File: config.mk
export PLATFORM = sky130hd
export DESIGN_NAME = sad_engine
export DESIGN_NICKNAME = d
export VERILOG_FILES = /design/src/rtl/sad_pkg.sv /design/src/rtl/sad_lane_tree.sv /design/src/rtl/sad_engine.sv
export SDC_FILE = /design/constraint.sdc
export NUM_CORES = 1
export LEC_CHECK = 0
export CAP_MARGIN = 15
export CORE_MARGIN = 3
export CORE_UTILIZATION = 25
export DETAILED_ROUTE_END_ITERATION = 6
export GPL_ROUTABILITY_DRIVEN = 1
export PLACE_DENSITY = 0.51
export SYNTH_ARGS = -nofsm -noshare
export SYNTH_HDL_FRONTEND = slang
export SYNTH_SLANG_ARGS = --single-unit
File: constraint.sdc
create_clock -name clk -period 11.2 [get_ports clk]
set_input_delay 1.68 -clock clk [delete_from_list [all_inputs] [get_ports clk]]
set_output_delay 1.68 -clock clk [all_outputs]
set_load 0.1 [all_outputs]
File: src/rtl/sad_pkg.sv
// Shared types and width helpers for the sum-of-absolute-differences engine.
package sad_pkg;

    typedef enum logic [1:0] {
        IDLE  = 2'd0,
        READ  = 2'd1,
        DRAIN = 2'd2,
        DONE  = 2'd3
    } sad_state_e;

    // Result width: a block of n pixels of dw bits each sums to at most n*(2^dw-1).
    function automatic int sad_sw(input int dw, input int n);
        return dw + $clog2(n);
    endfunction

    // Beat address width, at least one bit even for a single-beat block.
    function automatic int sad_aw(input int k);
        if (k > 1) begin
            return $clog2(k);
        end else begin
            return 1;
        end
    endfunction

endpackage

File: src/rtl/sad_lane_tree.sv
// Combinational LANES-way absolute difference followed by a balanced adder tree.
module sad_lane_tree
    import sad_pkg::*;
#(
    parameter int DW    = 8,
    parameter int LANES = 4
) (
    input  logic [LANES*DW-1:0]             a,
    input  logic [LANES*DW-1:0]             b,
    output logic [DW+$clog2(LANES)-1:0]     sum
);

    localparam int TW = DW + $clog2(LANES);

    // Heap-ordered tree: leaves at LANES..2*LANES-1, node k = node 2k + node 2k+1, root at 1.
    logic [TW-1:0] node_s [1:2*LANES-1];

    function automatic logic [DW-1:0] abs_diff(input logic [DW-1:0] x, input logic [DW-1:0] y);
        if (x >= y) begin
            return x - y;
        end else begin
            return y - x;
        end
    endfunction

    // Per-lane differences into the leaves, then reduce pairwise up to the root.
    always_comb begin
        for (int j = 0; j < LANES; j++) begin
            node_s[LANES + j] = TW'(abs_diff(a[j*DW +: DW], b[j*DW +: DW]));
        end
        for (int k = LANES - 1; k >= 1; k--) begin
            node_s[k] = node_s[2*k] + node_s[2*k + 1];
        end
    end

    assign sum = node_s[1];

endmodule

File: src/rtl/sad_engine.sv
// Parametrised SAD engine: reads LANES pixels of blocks A and B per beat from
// synchronous-read memories, accumulates |A-B| and holds the result in sad.
// Optional feature macro: SAD_EARLY_EXIT_EN adds thresh/early for early exit.
module sad_engine
    import sad_pkg::*;
#(
    parameter int DW    = 8,
    parameter int N     = 256,
    parameter int LANES = 4
) (
    input  logic                             clk,
    input  logic                             rst,
    input  logic                             go,
    input  logic [LANES*DW-1:0]              A_data,
    input  logic [LANES*DW-1:0]              B_data,
    output logic                             AB_rd,
    output logic [sad_aw(N/LANES)-1:0]       AB_addr,
    output logic                             busy,
    output logic                             done,
`ifdef SAD_EARLY_EXIT_EN
    input  logic [sad_sw(DW, N)-1:0]         thresh,
    output logic                             early,
`endif
    output logic [sad_sw(DW, N)-1:0]         sad
);

    localparam int K  = N / LANES;
    localparam int AW = sad_aw(K);
    localparam int SW = sad_sw(DW, N);
    localparam int TW = DW + $clog2(LANES);

    if ((N % LANES) != 0) begin : g_bad_n
        $error("sad_engine: N must be a multiple of LANES");
    end
    if ((LANES < 1) || (LANES > 16) || ((LANES & (LANES - 1)) != 0)) begin : g_bad_lanes
        $error("sad_engine: LANES must be a power of 2 in 1..16");
    end

    sad_state_e    state_r, state_n;
    logic [AW-1:0] cnt_r, cnt_n;
    logic [SW-1:0] sum_r, sum_n;
    logic [SW-1:0] sad_r, sad_n;
    logic [SW-1:0] acc_s;
    logic [TW-1:0] beat_s;
    logic          valid_r;
    logic          rd_r;
    logic          busy_r;
    logic          done_r;
    logic          exit_s;
`ifdef SAD_EARLY_EXIT_EN
    logic [SW-1:0] thresh_r, thresh_n;
    logic          early_r, early_n;
`endif

    sad_lane_tree #(
        .DW    (DW),
        .LANES (LANES)
    ) u_tree (
        .a   (A_data),
        .b   (B_data),
        .sum (beat_s)
    );

    // Next-state, counter and accumulator logic; a beat is added the cycle after its read.
    always_comb begin
        state_n = state_r;
        cnt_n   = cnt_r;
        sum_n   = sum_r;
        sad_n   = sad_r;
`ifdef SAD_EARLY_EXIT_EN
        thresh_n = thresh_r;
        early_n  = early_r;
`endif
        if (valid_r) begin
            acc_s = sum_r + SW'(beat_s);
        end else begin
            acc_s = sum_r;
        end
`ifdef SAD_EARLY_EXIT_EN
        exit_s = valid_r && (acc_s > thresh_r);
`else
        exit_s = 1'b0;
`endif
        case (state_r)
            IDLE: begin
                cnt_n = '0;
                if (go) begin
                    state_n = READ;
                    sum_n   = '0;
`ifdef SAD_EARLY_EXIT_EN
                    thresh_n = thresh;
`endif
                end else begin
                    state_n = IDLE;
                end
            end
            READ: begin
                sum_n = acc_s;
                if (exit_s) begin
                    // Over threshold: the beat still in flight is simply never accumulated.
                    state_n = DONE;
                    cnt_n   = '0;
                    sad_n   = acc_s;
`ifdef SAD_EARLY_EXIT_EN
                    early_n = 1'b1;
`endif
                end else if (cnt_r == AW'(K - 1)) begin
                    state_n = DRAIN;
                    cnt_n   = '0;
                end else begin
                    cnt_n = cnt_r + 1'b1;
                end
            end
            DRAIN: begin
                sum_n   = acc_s;
                sad_n   = acc_s;
                state_n = DONE;
`ifdef SAD_EARLY_EXIT_EN
                early_n = 1'b0;
`endif
            end
            DONE: begin
                state_n = IDLE;
            end
            default: begin
                state_n = IDLE;
                cnt_n   = '0;
            end
        endcase
    end

    // State, datapath and registered outputs; synchronous active-low reset aborts any run.
    always_ff @(posedge clk) begin
        if (!rst) begin
            state_r <= IDLE;
            cnt_r   <= '0;
            sum_r   <= '0;
            sad_r   <= '0;
            valid_r <= 1'b0;
            rd_r    <= 1'b0;
            busy_r  <= 1'b0;
            done_r  <= 1'b0;
`ifdef SAD_EARLY_EXIT_EN
            thresh_r <= '0;
            early_r  <= 1'b0;
`endif
        end else begin
            state_r <= state_n;
            cnt_r   <= cnt_n;
            sum_r   <= sum_n;
            sad_r   <= sad_n;
            valid_r <= rd_r;
            rd_r    <= (state_n == READ);
            busy_r  <= (state_n != IDLE);
            done_r  <= (state_n == DONE);
`ifdef SAD_EARLY_EXIT_EN
            thresh_r <= thresh_n;
            early_r  <= early_n;
`endif
        end
    end

    assign AB_rd   = rd_r;
    assign AB_addr = cnt_r;
    assign busy    = busy_r;
    assign done    = done_r;
    assign sad     = sad_r;
`ifdef SAD_EARLY_EXIT_EN
    assign early   = early_r;
`endif

endmodule

Word-level counts from Yosys, hierarchy flattened
Cells that the tools add are included.
Widths: inputs -> output; s select.
- bits in registers: 44
- input port bits: 67
- output and inout bits: 25
- word-level logic and storage cells: 50
- add/subtract/negate cells: 13
- order comparisons: 4
- equal/unequal tests: 7
- mux-type cells: 12
- reduce and logical (&&, ||, !) cells: 6
- operators with widths (cell ; number):
    $sub 8x8->8 ; 8
    $ge 8x8->1 ; 4
    $mux 16 ; 2
    $mux 8 ; 4
    $pmux 16 s2 ; 1
    $add 8x8->9 ; 2
    $add 16x10->16 ; 1
    $pmux 6 s2 ; 1
    $add 10x10->10 ; 1
    $pmux 2 s4 ; 1
    $add 6x1->6 const B ; 1
    $eq 2x2->1 const B ; 3
    $eq 6x6->1 const B ; 1
    $mux 6 ; 1
    $reduce_bool 2->1 ; 3
    $eq 2x1->1 const B ; 2
    $logic_not 2->1 ; 1
    $mux 2 ; 1
    $ne 2x2->1 const B ; 1
    $reduce_and 2->1 ; 1
    $reduce_or 2->1 ; 1
    $mux 1 ; 1

Depth between registers and ports, before layout
Gate-level depths: netlist of the first run.
- depth after elaboration: 7
- mapped depth: 31
- mapped depth without buffers: 29

Hierarchy
A second synthesis of the first run with hierarchy kept.
- cells, all modules: 688
- area, all modules: 5696.7 sq um
- by module, submodules not included (module ; instances ; cells an instance ; area each (sq um)):
    sad_lane_tree ; 1 ; 402 ; 3191.8
    sad_engine ; 1 ; 286 ; 2504.9

Worst setup path after synthesis of the first run
OpenSTA, ideal clock, no wires.
- kind: input to register
- from: input port A_data[24]
- to: register sum_r[13]
- setup time: 0.062 ns
- arrival time: 6.856 ns
- path slack: 4.282 ns
- cell stages on the path: 25
- path buffers: 1
- cells stage by stage: inv_1 ha_1 inv_1 fa_1 a31oi_2 a31oi_1 a211oi_4 mux2_2 fa_1 a21o_1 a21oi_1 o21bai_1 a21oi_1 xnor2_1 ha_1 o41ai_1 xnor2_1 ha_1 clkbuf_1 nand2_1 o21ai_0 or2_2 o21ai_0 or4_1 nand3_1
- cells in the longest elaborated chain, start to end: 7
- elaborated cells between the ends (all ways): 9
- RTL lines (item ; RTL line ; text):
    from (decl) ; sad_engine.sv:14 ; input logic [LANES*DW-1:0] A_data,
    $sub 8x8->8 (tied with other cells) ; sad_lane_tree.sv:22 ; return y - x;
    $mux 8 * ; sad_lane_tree.sv:19 ; if (x >= y) begin
    $add 8x8->9 * ; sad_lane_tree.sv:32 ; node_s[k] = node_s[2*k] + node_s[2*k + 1];
    $add 10x10->10 * ; sad_lane_tree.sv:32 ;
    $add 16x10->16 * ; sad_engine.sv:75 ; acc_s = sum_r + SW'(beat_s);
    $mux 16 * ; sad_engine.sv:74 ; if (valid_r) begin
    $pmux 16 s2 * ; sad_engine.sv:84 ; case (state_r)
    to (signal assigned) ; sad_engine.sv:150 ; sum_r <= sum_n;
    to (decl) ; sad_engine.sv:41 ; logic [SW-1:0] sum_r, sum_n;
Every way passes the cells marked *; elsewhere a longest branch is shown, timed or not.
A chain may end at the register's enable or synchronous reset.

Worst setup path after layout of the first run
- from: input port B_data[16]
- to: register sum_r[11]
- cells in the longest elaborated chain, start to end: 7
- elaborated cells between the ends (all ways): 9
- RTL lines (item ; RTL line ; text):
    from (decl) ; sad_engine.sv:15 ; input logic [LANES*DW-1:0] B_data,
    $sub 8x8->8 (tied with other cells) ; sad_lane_tree.sv:22 ;
    $mux 8 * ; sad_lane_tree.sv:19 ;
    $add 8x8->9 * ; sad_lane_tree.sv:32 ;
    $add 10x10->10 * ; sad_lane_tree.sv:32 ;
    $add 16x10->16 * ; sad_engine.sv:75 ;
    $mux 16 * ; sad_engine.sv:74 ;
    $pmux 16 s2 * ; sad_engine.sv:84 ;
Marks and branches as above.

==> results of run 1 <==
synth_stat cells, types with 2 or more instances:
cell type	count	area share [%]
a211o_1	3	0.45
a211oi_1	3	0.39
a21o_1	27	3.5
a21oi_1	71	6.1
a221o_1	2	0.34
a22oi_1	3	0.39
a31oi_1	7	0.75
and2_1	5	0.54
and3_1	12	1.3
buf_1	2	0.13
buf_2	4	0.34
clkbuf_1	19	1.2
dfxtp_1	44	15
fa_1	12	4.1
ha_1	101	22
inv_1	91	5.9
mux2_2	4	0.77
mux2i_1	31	5.3
nand2_1	26	1.7
nand3_1	19	1.6
nand3b_1	4	0.51
nand4_1	12	1.3
nor2_1	72	4.6
nor2b_1	6	0.64
nor3_1	16	1.4
o211a_1	2	0.34
o211ai_1	6	0.77
o21a_1	6	0.77
o21ai_0	47	4.0
o21ai_1	2	0.17
o21bai_1	2	0.26
o22ai_1	2	0.21
o31a_1	2	0.30
o41a_1	2	0.39
o41ai_1	10	1.5
or2_2	2	0.21
or3_1	3	0.32
or4_1	3	0.39
xnor2_1	33	5.0
xor2_1	20	3.0
sequential cells by signal, indices dropped and copies added, names as in the netlist:
register / flops
done: 1
valid_r: 1
sum_r: 16
state_r: 2
busy: 1
AB_addr: 6
AB_rd: 1
sad: 16
cell families (layout without fill, tap and decap cells):
group	count (synthesis)	after routing	synth area share, %
mux	36	36	6.285
xor+xnor	53	53	7.958
flops	44	44	15.10
fa+ha+maj	113	113	25.78
simple gates	181	181	14.65
compound gates	207	207	22.35
buf+inv	118	192	7.872
worst paths after layout:
check	to	from	slack (ns)	cells past startpoint
setup reg to reg	sum_r[8]$_SDFFE_PN0P_	sum_r[0]$_SDFFE_PN0P_	8.78	9
setup / recovery	sum_r[11]$_SDFFE_PN0P_	B_data[16]	3.55	24
hold / removal	sad[4]$_SDFFE_PN0P_	sad[4]$_SDFFE_PN0P_	0.48	1
hold reg to reg	sad[4]$_SDFFE_PN0P_	sad[4]$_SDFFE_PN0P_	0.48	1
through the flow:
stage / utilization [%] / hold WS, ns / total power [mW] / cell area, um2 / setup WS [ns]
global placement: 30.88 / 0.4618 / 1.357 / 7033 / 3.265
detailed placement: 30.88 / 0.4653 / 1.351 / 7033 / 3.241
global route: 31.76 / 0.4985 / 1.685 / 7233 / 2.929
finish: 31.76 / 0.4755 / 1.534 / 7233 / 3.554
floorplan: - / 0.4666 / 1.104 / 5833 / 4.282
CTS: 31.69 / 0.4807 / 1.545 / 7218 / 3.525
metal layers:
layer	vias up	GRT usage, %	wire, um
li1	2783	-	-
met1	2354	14.21	6864
met2	107	18.21	6320
met3	8	1.331	539
met4	0	2.149	118
met5	-	0	0
worst max-delay path, stage by stage:
cell and delay [ns]:
clkdlybuf4s50_1 0.48, ha_1 0.14, inv_1 0.06, fa_1 0.39
a21o_1 0.19, a21oi_1 0.25, a31oi_1 0.13, a211o_1 0.38
mux2_2 0.37, fa_1 0.43, a21o_1 0.17, a21oi_1 0.22
o21bai_1 0.09, a21oi_1 0.21, xnor2_1 0.11, ha_1 0.26
o41ai_1 0.52, xnor2_1 0.14, ha_1 0.42, nand4_1 0.12
a21oi_1 0.32, o21ai_0 0.24, or4_1 0.44, nand3_1 0.09
final cells by class:
cell class	count	area [um2]	share of cell area (%)
Clock buffer	5	125.1	1.730
Timing Repair Buffer	94	940.9	13.01
Multi-Input combinational cell	590	4493	62.12
Inverter	91	341.6	4.722
Tap cell	313	391.6	5.414
Clock inverter	2	60.06	0.8303
Sequential cell	44	880.8	12.18
power groups by stage:
stage	Clock, mW	Sequential [mW]	Combinational [mW]
5_1_grt	0.196	0.164	1.32
3_5_place_dp	0	0.167	1.18
3_3_place_gp	0	0.167	1.19
2_1_floorplan	0	0.171	0.932
4_1_cts	0.193	0.163	1.19
6_report	0.186	0.163	1.18
==> summary.txt, run 1 <==
GRT
  – GRT Overall Usage: 10.57%
  – Initial antenna violation count: 0
  – GRT overflow: 0
  – Largest net degree at the start of global routing: 34
  – Vias in the first global route: 4959
  – First-pass GRT wire length: 23160 um

STA
  – Crit path time final: 7.646 ns
  – Final count of negative-setup-slack endpoints: 0
  – Unrepaired setup endpoints after global routing: false
  – Final setup TNS: 0 ns
  – Final Hold Viols: 0
  – Clk_skew: 0.007035 ns
  – Peak Freq: 130.8 MHz
  – Rel. slew slack: 32.97%
  – Final Max Slew Viols: 0
  – Part of the cycle the worst path needs: 68.26%
  – Worst Max-Slew Pin Slew: 1.002 ns

Finish
  – Layout cell share with drive strength beyond 1: 2.179%
  – Finished Layout Cells: 1139
  – Antenna cells: 0
  – Commonest non-fill, non-tap cell in the layout: ha_1
  – P&R area growth vs syn: 24.00%
  – Most frequent cells in the layout: 101 x ha_1, 91 x inv_1, 91 x clkdlybuf4s50_1
  – Filler Cells Inserted: 2437
  – Fin nets: 1006

CTS
  – CTS tree: done
  – Num CTS Buffers: 5
  – Post-CTS setup buffers: 0
  – # H-tree levels: 2
  – Clk pin slew, worst setup/hold paths: 0.06 ns
  – Number of hold buffers added after CTS: 0
  – PostCTS Resize Cnt: 0
  – Root buffer cell: clkbuf_16
  – CTS max path bufs: 2
  – Num Clock Sinks: 44
  – Worst-Skew Late Latency: 0.29 ns

Route
  – Routed Wire Length: 13840 um
  – DR iter-0 viols: 281
  – Total number of vias: 5252
  – Via density: 4.611
  – DRC Markers: 0
  – Wire length per cell: 12.15 um
  – Antenna-violating nets left: 0
  – DRT Pass-1 Iters: 5

Synthesis
  – Number of flops mapped to enable cells by yosys: 0
  – Syn Inst Count: 752
  – Share of flip-flops with an asynchronous set or reset: 0%
  – Mapped Area: 5833 um2
  – Flops & latches, synth: 44
  – Yosys warns: 0
  – Synth cell types: 54
  – Mean area per synthesized cell: 7.757 um2
  – Net Count, Synth: 932
  – Synth Flop Type: dfxtp_1
  – Post-synthesis sequential area ratio: 15.10%

Worst setup path
  – CP max FO: 7
  – Crit end category: flop
  – CP Launch Type: input pin
  – Setup CP Type: in2reg
  – Critical path arrival: 7.87 ns
  – Worst EP required: 11.43 ns

Die
  – IO Pins: 92
  – Row cnt: 55
  – Core ar.: 22780 um2
  – Starting density of the core: 25.61%
  – Die Span X: 158.8 um
  – DIE AREA: 25200 um2
  – Die Ht: 158.8 um

Power
  – Comb power frac: 77.2%
  – Sequential share of power: 10.6%
  – Cell leakage power: 3.310 nW
  – Clk pwr share: 12.1%
  – Worst VDD drop: 0.1828 mV
  – Sw Share: 47.71%
  – Net Sw Power: 0.7318 mW
  – Power Dens Cells: 212.0 nW/um2
  – Cell Int Power: 0.8019 mW

Placed design
  – Detailed-placement wirelength estimate: 11670 um
  – Placer congestion estimate: 0.8361
  – Port buffer count: 91
  – Dpl cells: 1131

Hold path
  – Hold crit path type: reg2reg

Job
  – Total of max-cap violations: 0

Outcome
  – Status: finished clean
Power figures use the tool's default switching activity.
==> run 2, diff against run 1 <==
- clock period: 11.2 -> 7.6 ns (I/O delays scaled with it)
==> run 2 against run 1 <==
Net effect:
- worst hold slack better by 0.0045 ns
- routed wire length is 0.31% lower
- first-iteration DRC count is 2.1% lower
- via count hardly changed
- worst setup slack worse by 3.0 ns
- register-to-register slack worse by 3.6 ns
- cell count stayed put
- global-route usage is 0.34 points higher
- clock skew hardly changed
- combinational power is 48% higher
- critical path depth is 3 higher
- critical path type unchanged
- largest power group unchanged
==> summary.txt, run 2 (synthesis gave the netlist of run 1 again) <==
STA
  – Clk_skew: 0.007518 ns
  – Part of the cycle the worst path needs: 92.88%
  – Crit path time final: 7.059 ns
  – Final Max Slew Viols: 0
  – Final count of negative-setup-slack endpoints: 0
  – Rel. slew slack: 33.04%
  – Final Hold Viols: 0
  – Worst Max-Slew Pin Slew: 1.001 ns
  – Unrepaired setup endpoints after global routing: false
  – Final setup TNS: 0 ns
  – Peak Freq: 141.7 MHz

CTS
  – # H-tree levels: 2
  – PostCTS Resize Cnt: 0
  – Root buffer cell: clkbuf_16
  – Post-CTS setup buffers: 0
  – Worst-Skew Late Latency: 0.28 ns
  – Num CTS Buffers: 5
  – CTS max path bufs: 2
  – CTS tree: done
  – Num Clock Sinks: 44
  – Number of hold buffers added after CTS: 0
  – Clk pin slew, worst setup/hold paths: 0.06 ns

Route
  – Met1 wire length: 6982 um
  – DR iter-0 viols: 275
  – Antenna-violating nets left: 0
  – Wire length per cell: 12.12 um
  – Via density: 4.612
  – Met3 routed WL: 417 um
  – Total number of vias: 5253
  – Max Used Layer: met4
  – Routed Wire Length: 13800 um
  – Met2 routed wirelength: 6325 um
  – DRC Markers: 0
  – DRT Pass-1 Iters: 5

Worst setup path
  – Crit path buf inv count: 3
  – Worst r2r path cells: 9
  – Slowest stage delay, CP: 0.44 ns
  – Critical path's top delay family: compound AO/OA/AOI/OAI gates
  – Most frequent CP cell: ha_1
  – Reg2Reg Launch Point: sum_r[0]$_SDFFE_PN0P_
  – Critical path arrival: 7.28 ns
  – CP max stage cell: clkdlybuf4s50_1
  – Worst EP required: 7.82 ns
  – Crit end category: flop
  – Setup CP Type: in2reg
  – RR Endpoint: sum_r[8]$_SDFFE_PN0P_
  – CP max FO: 7
  – Worst Setup SP: A_data[0]
  – Worst R2R Setup Slack: 5.14 ns
  – CP Launch Type: input pin

Die
  – DIE AREA: 25200 um2
  – Core ar.: 22780 um2
  – Die Ht: 158.8 um
  – IO Pins: 92
  – Starting density of the core: 25.61%
  – Row cnt: 55
  – Die Span X: 158.8 um

Job
  – Total of max-cap violations: 0

Placed design
  – Detailed-placement wirelength estimate: 11600 um
  – Port buffer count: 91
  – Placer congestion estimate: 0.7790

Finish
  – Fin nets: 1007
  – P&R area growth vs syn: 23.75%
  – Final core utilization: 31.69%
  – Most frequent cells in the layout: 101 x ha_1, 91 x inv_1, 91 x clkdlybuf4s50_1
  – Commonest non-fill, non-tap cell in the layout: ha_1
  – Antenna cells: 0
  – Layout cell share with drive strength beyond 1: 2.300%
  – Filler Cells Inserted: 2447

Outcome
  – Status: finished clean

Power
  – Cell leakage power: 3.305 nW
  – Worst VDD drop: 0.2481 mV
  – Power Dens Cells: 308.2 nW/um2

Hold path
  – Worst hold path startpoint: sad[4]$_SDFFE_PN0P_
  – Hold endpoint: sad[4]$_SDFFE_PN0P_
  – Hold crit path type: reg2reg
  – Hold depth: 1

GRT
  – GRT overflow: 0
  – GRT Overall Usage: 10.91%
  – Vias in the first global route: 5077
  – Initial antenna violation count: 0
  – First-pass GRT wire length: 24070 um
  – Largest net degree at the start of global routing: 34
==> run 2: cell types whose count changed in the layout (fill, tap and decap cells not counted) <==
| cell | previous run | this run |
|---|---|---|
| buf_4 | 2 | 3 |
| bufinv_16 | 2 | 1 |
| o21ai_0 | 47 | 45 |
| o41ai_1 | 10 | 9 |
| o41ai_2 | 0 | 1 |
| o21ai_1 | 2 | 4 |
==> run 2: how the worst max path moves through the flow <==
stage                        endpoint  cells past startpoint
4_1_cts          sad[11]$_SDFFE_PN0P_                     28
3_3_place_gp     sad[11]$_SDFFE_PN0P_                     26
6_report       sum_r[15]$_SDFFE_PN0P_                     27
3_5_place_dp     sad[11]$_SDFFE_PN0P_                     25
5_1_grt        sum_r[13]$_SDFFE_PN0P_                     26
2_1_floorplan  sum_r[13]$_SDFFE_PN0P_                     25
==> run 2: metal layers <==
layer,vias up,global-route usage (%)
met1,2375,15.43
met2,89,18.46
li1,2782,-
met4,0,1.313
met5,-,0
met3,7,1.148
==> run 2: cell type report <==
cell class | count | area (um2) | area share (%)
multi-input combinational | 590 | 4501 | 62.35
timing repair buffer | 95 | 948.4 | 13.14
sequential | 44 | 880.8 | 12.20
tap | 313 | 391.6 | 5.426
inverter | 91 | 341.6 | 4.732
clock buffer | 5 | 125.1 | 1.733
clock inverter | 1 | 30.03 | 0.4160
==> run 2: per-stage QoR <==
step / hold slack [ns] / setup WS [ns] / total power [mW] / instances / instance area (um2)
finish: 0.4800 / 0.5408 / 2.225 / 1139 / 7218
floorplan: 0.4666 / 1.222 / 1.627 / 752 / 5833
global route: 0.5209 / 0.06160 / 2.518 / 1139 / 7218
detailed placement: 0.4730 / 0.1350 / 1.987 / 1132 / 7041
CTS: 0.4833 / 0.4198 / 2.229 / 1138 / 7196
global placement: 0.4665 / 0.1578 / 1.992 / 1132 / 7041
==> run 2: worst register-to-register path, cell delays in order (launching register included) <==
cell,delay (ns)
dfxtp_1,0.35
ha_1,0.19
inv_1,0.06
fa_1,0.37
nor2b_1,0.22
o31a_1,0.20
o211ai_1,0.17
mux2_2,0.30
a221oi_1,0.32
o21ai_0,0.14
==> run 2: report_power, final <==
group,internal (mW),switching [mW],leakage (nW)
sequential,0.235,0.00556,0.355
clock,0.151,0.0837,0.0757
combinational,0.767,0.982,2.87
